### src/rtl/mult_pkg.sv
// rtl/mult_pkg.sv - shared state type and counter width helper for the sequential multiplier
package mult_pkg;

    typedef enum logic [1:0] {
        IDLE = 2'd0,
        RUN  = 2'd1,
        DONE = 2'd2
    } mult_state_t;

    function automatic int MULT_CNT_W(input int n);
        return $clog2(n + 1);
    endfunction

endpackage

### src/rtl/mult_addshift.sv
// rtl/mult_addshift.sv - one combinational shift-and-add step of the multiplier
module mult_addshift #(
    parameter int N  = 8,
    parameter int CW = 4
) (
    input  logic [2*N-1:0] acc,
    input  logic [N-1:0]   mcand,
    input  logic           lsb,
    input  logic [CW-1:0]  cnt,
    output logic [2*N-1:0] acc_next
);

    logic [2*N-1:0] partial;

    assign partial  = {{N{1'b0}}, mcand} << cnt;
    assign acc_next = lsb ? acc + partial : acc;

endmodule

### src/rtl/mult_seq.sv
// rtl/mult_seq.sv - N-cycle shift-and-add multiplier with start/busy/done handshake
// MULT_SIGNED_EN adds the signed_mode port and two's-complement operand handling.
module mult_seq
    import mult_pkg::*;
#(
    parameter int N = 8
) (
    input  logic           clk,
    input  logic           rst,
    input  logic           start,
    input  logic [N-1:0]   a,
    input  logic [N-1:0]   b,
`ifdef MULT_SIGNED_EN
    input  logic           signed_mode,
`endif
    output logic           busy,
    output logic           done,
    output logic [2*N-1:0] product
);

    localparam int CW = MULT_CNT_W(N);
    localparam logic [CW-1:0] LAST = CW'(N - 1);

    mult_state_t    state;
    logic [N-1:0]   mcand;
    logic [N-1:0]   mplier;
    logic [2*N-1:0] acc;
    logic [2*N-1:0] acc_next;
    logic [2*N-1:0] result;
    logic [CW-1:0]  cnt;
    logic [N-1:0]   a_in;
    logic [N-1:0]   b_in;
    logic           sign_in;
    logic           sign_q;

`ifdef MULT_SIGNED_EN
    // Magnitudes run through the unsigned iteration; -2^(N-1) maps to 2^(N-1), which still fits.
    assign a_in    = (signed_mode && a[N-1]) ? -a : a;
    assign b_in    = (signed_mode && b[N-1]) ? -b : b;
    assign sign_in = signed_mode & (a[N-1] ^ b[N-1]);
    assign result  = sign_q ? -acc_next : acc_next;
`else
    assign a_in    = a;
    assign b_in    = b;
    assign sign_in = 1'b0;
    assign result  = acc_next;
`endif

    mult_addshift #(
        .N  (N),
        .CW (CW)
    ) u_addshift (
        .acc      (acc),
        .mcand    (mcand),
        .lsb      (mplier[0]),
        .cnt      (cnt),
        .acc_next (acc_next)
    );

    always_ff @(posedge clk or posedge rst) begin
        if (rst) begin
            state   <= IDLE;
            mcand   <= '0;
            mplier  <= '0;
            acc     <= '0;
            cnt     <= '0;
            sign_q  <= 1'b0;
            product <= '0;
        end else begin
            case (state)
                IDLE: begin
                    if (start) begin
                        mcand  <= a_in;
                        mplier <= b_in;
                        sign_q <= sign_in;
                        acc    <= '0;
                        cnt    <= '0;
                        state  <= RUN;
                    end
                end
                RUN: begin
                    acc    <= acc_next;
                    mplier <= mplier >> 1;
                    cnt    <= cnt + CW'(1);
                    if (cnt == LAST) begin
                        product <= result;
                        state   <= DONE;
                    end
                end
                DONE:    state <= IDLE;
                default: state <= IDLE;
            endcase
        end
    end

    assign busy = (state != IDLE);
    assign done = (state == DONE);

endmodule

### config.mk
export PLATFORM = sky130hd
export DESIGN_NAME = mult_seq
export DESIGN_NICKNAME = d
export VERILOG_FILES = /design/src/rtl/mult_pkg.sv /design/src/rtl/mult_addshift.sv /design/src/rtl/mult_seq.sv
export SDC_FILE = /design/constraint.sdc
export NUM_CORES = 1
export LEC_CHECK = 0
export CORE_AREA = 4 4 67 99
export DETAILED_ROUTE_END_ITERATION = 12
export DIE_AREA = 0 0 71 103
export PLACE_DENSITY = 0.83
export RECOVER_POWER = 100
export SLEW_MARGIN = 15
export SYNTH_ARGS = -nofsm -noshare
export SYNTH_HDL_FRONTEND = slang
export SYNTH_SLANG_ARGS = --single-unit
### constraint.sdc
create_clock -name clk -period 5 [get_ports clk]
set_input_delay 1 -clock clk [delete_from_list [all_inputs] [get_ports clk]]
set_output_delay 1 -clock clk [all_outputs]
set_load 0.05 [all_outputs]
=== Yosys cells after proc, flatten, opt, wreduce, memory -nomap -nowiden ===
Index checks and enable logic that the tools add are counted.

* Flip-flop bits (word level): 54
* Input bits: 19
* Output and inout bits: 18
* Logic and storage cells: 31

* Add/sub/neg operators: 2
* Eq/ne operators: 5
* Shifts and indexed selects: 1
* Multiplexer cells: 10
* Reduce and logical (&&, ||, !) cells: 7

{| class="wikitable"
|+ Operators with widths
! cell !! number
|-
| $mux 16 || 2
|-
| $pmux 16 s2 || 1
|-
| $add 16x16->16 || 1
|-
| $pmux 8 s2 || 1
|-
| $shl 8x4->16 || 1
|-
| $mux 8 || 1
|-
| $pmux 4 s2 || 1
|-
| $reduce_and 2->1 || 4
|-
| $add 4x1->4 const B || 1
|-
| $eq 4x3->1 const B || 1
|-
| $mux 2 || 2
|-
| $mux 4 || 1
|-
| $ne 2x2->1 const B || 2
|-
| $pmux 2 s2 || 1
|-
| $reduce_bool 2->1 || 2
|-
| $eq 2x1->1 const B || 1
|-
| $eq 2x2->1 const B || 1
|-
| $logic_not 2->1 || 1
|}

=== Logic depth before layout (Yosys ltp) ===
* Word-level depth: 4
* Depth in mapped cells: 16
* Mapped depth without buffers: 13

=== Cells and area by module ===
A second synthesis with hierarchy kept.

* Cell total of the unflattened synthesis: 385
* Area total of the unflattened synthesis: 3,520.9 µm²

{| class="wikitable"
|+ By module, submodules not included
! module !! times used !! cells an instance !! area each (µm²) !! sequential area each (µm²)
|-
| mult_seq || 1 || 205 || 2,214.6 || 1,351.3
|-
| mult_addshift || 1 || 180 || 1,306.3 || 0.0
|}

=== Worst setup path after synthesis ===
OpenSTA, ideal clock, no wires.

* Path kind: register -> register
* Start point: reg cnt[1]
* End point: reg acc[13]
* Library setup time: 0.128 ns
* Arrival time: 2.837 ns
* Data required time: 4.872 ns
* Slack: 2.035 ns
* Cell stages (with the launch flop): 16
* Cell sequence: dfrtp_1 -> buf_6 -> clkbuf_1 -> mux2i_1 -> nand2_1 -> o21ai_0 -> o21ai_0 -> and2_1 -> ha_1 -> a21o_1 -> nand3_1 -> nand2_1 -> a2111oi_0 -> a21oi_1 -> xnor2_1 -> o21ai_0

* Longest elaborated chain between the ends: 4

{| class="wikitable"
|+ RTL lines
! element !! RTL line !! RTL
|-
| start, declared || mult_seq.sv:30 || <nowiki>logic [CW-1:0] cnt;</nowiki>
|-
| start signal, assigned || mult_seq.sv:84 || <nowiki>cnt <= cnt + CW'(1);</nowiki>
|-
| $shl 8x4->16 || mult_addshift.sv:15 || <nowiki>assign partial = {{N{1'b0}}, mcand} << cnt;</nowiki>
|-
| $add 16x16->16 || mult_addshift.sv:16 || <nowiki>assign acc_next = lsb ? acc + partial : acc;</nowiki>
|-
| $mux 16 || mult_addshift.sv:16 ||
|-
| $pmux 16 s2 || mult_seq.sv:70 || <nowiki>case (state)</nowiki>
|-
| end signal, assigned || mult_seq.sv:82 || <nowiki>acc <= acc_next;</nowiki>
|-
| end, declared || mult_seq.sv:27 || <nowiki>logic [2*N-1:0] acc;</nowiki>
|}

No other way between the ends.
A chain may end at the register's enable or synchronous reset.

=== Worst setup path after layout ===
* Start point: reg cnt[1]
* End point: reg acc[14]

Same word-level chain as after synthesis.

==> flow_summary.ini <==
[route]
routed_via_density = 6.19
drt_pre_antenna_iters = 4
drtIter0Drc = 119
wire_per_inst_um = 17.7
detail-route-antenna-nets = 0
routed_wirelength_um = 8440
num_vias = 2955
drc_errors = 0

[clocking]
cts_max_level = 2
cts_tree = built
clkLatencyLatePin_ns = 0.32
root_buffer = clkbuf_8
clk_pin_slew_ns = 0.10
cts-buffers-inserted = 5
clock_sinks = 54
cts_buffer_depth = 2
ctsResizeCount = 0
postCtsSetupBuffers = 0
hold_buffers = 0

[timing]
setup_viol = 0
hold_viol = 0
fmax_mhz = 258
tightest_slew_ns = 3.02
fin_setup_tns_ns = 0
period_minus_slack_ns = 3.87
fin_crit_sh = 0.774
maxSlewHeadroom = -1.01
slew_viol_final = 55
skew_ns = 0.0118
rsz0062_at_grt = no

[synth]
synth_top_area_frac = 0.393
syn-cell-area_um2 = 3440
ys_ff_latch = 54
synth_top_area_cell = dfrtp_1
synth_edf_count = 0
async_flop_share = 1.00
synth_nets = 419
ys_top_cells_by_area = dfrtp_1 39%, ha_1 5.8%, nand2_1 5.6%, o21ai_0 4.5%, mux2i_1 4.1%
yosys_most_used_dff = dfrtp_1
synthDistinctLibCells = 51
syn_area_per_cell_um2 = 8.98
syn_inst = 383
yosysWarnings = 0
synth-seq-area-share = 0.393

[worst_setup_path]
cp-start-kind = flop
cp_max_fo = 18
crit_type = flop to flop
cp-end-kind = flop
arrival_ns = 4.05
worst_ep_required_time_ns = 5.18

[global_route]
grt_first_pass_wirelength_um = 13900
grt_pass1_vias = 2939
antenna_found_initial = 0
use_met2 = 0.473
grt_start_max_net_pins = 55
gr-total-overflow = 0
use_met3 = 0.0361
grt_use_total = 0.242
gr-usage-met1 = 0.257
grt.busiest_layer = met2

[final_layout]
syn2layout_area_growth_pct = 12.3
drive_above_1_share = 0.0593
finalNetCount = 441
fin_util = 0.668
diodes = 0
fillers = 487

[job]
max_cap_viol_count = 1

[place]
port_buffers = 36
hpwl_um = 6130
gp_congestion = 0.846

[floorplan]
coreArea_um2 = 5790
initial_utilization = 0.595
die_area_um2 = 7310
row_count = 34
die_x_um = 71
io_pins = 37
die_h_um = 103

[outcome]
failed_checks = capacitance limit, slew limit
status = finished, violations left

[hold_path]
holdCritPathClass = flop to flop
-- cells in the final DEF, fill, tap and decap left out, types with 10 or more instances in the layout --
cell	count
nor2_1	34
dfrtp_1	54
clkdlybuf4s50_1	17
ha_1	16
o21ai_0	34
nand2_1	51
mux2i_1	14
a21oi_1	26
mux2_2	11
xnor2_1	10
dlygate4sd3_1	19
a22o_1	10
o22ai_1	11
-- cells by family (layout without fill, tap and decap cells) --
| logic type | Yosys count | after routing | share of synthesized area |
|---|---|---|---|
| AND/OR/NAND/NOR | 128 | 128 | 0.171 |
| AO/OA/AOI/OAI | 112 | 112 | 0.211 |
| flip-flops | 54 | 54 | 0.393 |
| buffers and inverters | 32 | 54 | 0.0378 |
| multiplexers | 28 | 28 | 0.0931 |
| adder cells (fa/ha/maj) | 17 | 17 | 0.0640 |
| XOR/XNOR | 12 | 12 | 0.0305 |
-- flip-flops by register name, indices dropped and copies added (netlist names) --
name / count
acc: 16
cnt: 4
mcand: 8
mplier: 8
product: 16
state: 2
-- cells in the mapped netlist, types with 2 or more instances --
cell / count
ha_1: 16
nor3_1: 3
xnor2_1: 10
buf_2: 2
o22ai_1: 11
o31ai_1: 2
clkbuf_1: 17
a21oi_2: 2
nor2_1: 34
a31o_2: 2
and3_1: 7
a31oi_1: 3
and4_1: 2
a21oi_1: 25
o211ai_1: 2
nand2b_1: 3
mux2_2: 12
buf_1: 3
and2_1: 6
o21ai_0: 31
o21a_1: 2
a22o_1: 10
nand2_1: 51
inv_1: 9
nor2b_1: 5
o21ai_1: 4
xor2_1: 2
a21o_1: 8
mux4_2: 2
nand3_1: 9
dfrtp_1: 54
mux2i_1: 14
nor3b_1: 2
-- metrics by stage --
stage | instances | setup slack, ns | cell area [um2] | hold slack [ns]
after floorplan | 383 | 2.04 | 3440 | 0.467
after global placement | 470 | 1.44 | 3810 | 0.463
after detailed placement | 470 | 1.36 | 3810 | 0.474
after CTS | 477 | 1.34 | 3890 | 0.498
after global routing | 477 | 0.606 | 3860 | 0.513
final | 477 | 1.13 | 3860 | 0.485
-- worst paths after layout --
| kind | depth (start not counted) | slack [ns] | to | startpoint |
|---|---|---|---|---|
| worst max-delay path | 11 | 1.13 | acc[14] | cnt[1] |
| worst min-delay path | 2 | 0.48 | product[6] | product[6] |
| worst max register to register | 11 | 1.13 | acc[14] | cnt[1] |
| worst min register to register | 2 | 0.48 | product[6] | product[6] |
| max in group asynchronous | 3 | 1.15 | product[13] | rst |
| min in group asynchronous | 3 | 2.13 | mplier[2] | rst |
-- area by class of cell --
cell class / instances / area (um2) / share of cell area
clock buffers: 5 / 68.8 / 0.0178
well taps: 72 / 90.1 / 0.0233
flip-flops and latches: 54 / 1350 / 0.350
repair buffers: 38 / 368 / 0.0952
multi-input cells: 297 / 1940 / 0.501
inverters: 9 / 33.8 / 0.00875
clock inverters: 2 / 15.0 / 0.00389
-- metal layers --
metal  wire length [um]  up-vias
met3                335       19
met2               4670       83
met1               3220     1440
li1                   -     1413
met4                203        0
met5                  0        -
-- critical path, cell delays in order (launching register included) --
cell      delay [ns]
dfrtp_1         0.76
mux2i_1         0.19
o21ai_0         0.36
nor3b_1         0.27
ha_1            0.32
a21o_1          0.20
a21oi_1         0.22
o21bai_1        0.11
and2_0          0.18
o31ai_1         0.82
or4_1           0.23
nand3_1         0.10
Power is not shown: default switching activity piles up to over one toggle a cycle in this logic, so the estimate is an artifact.
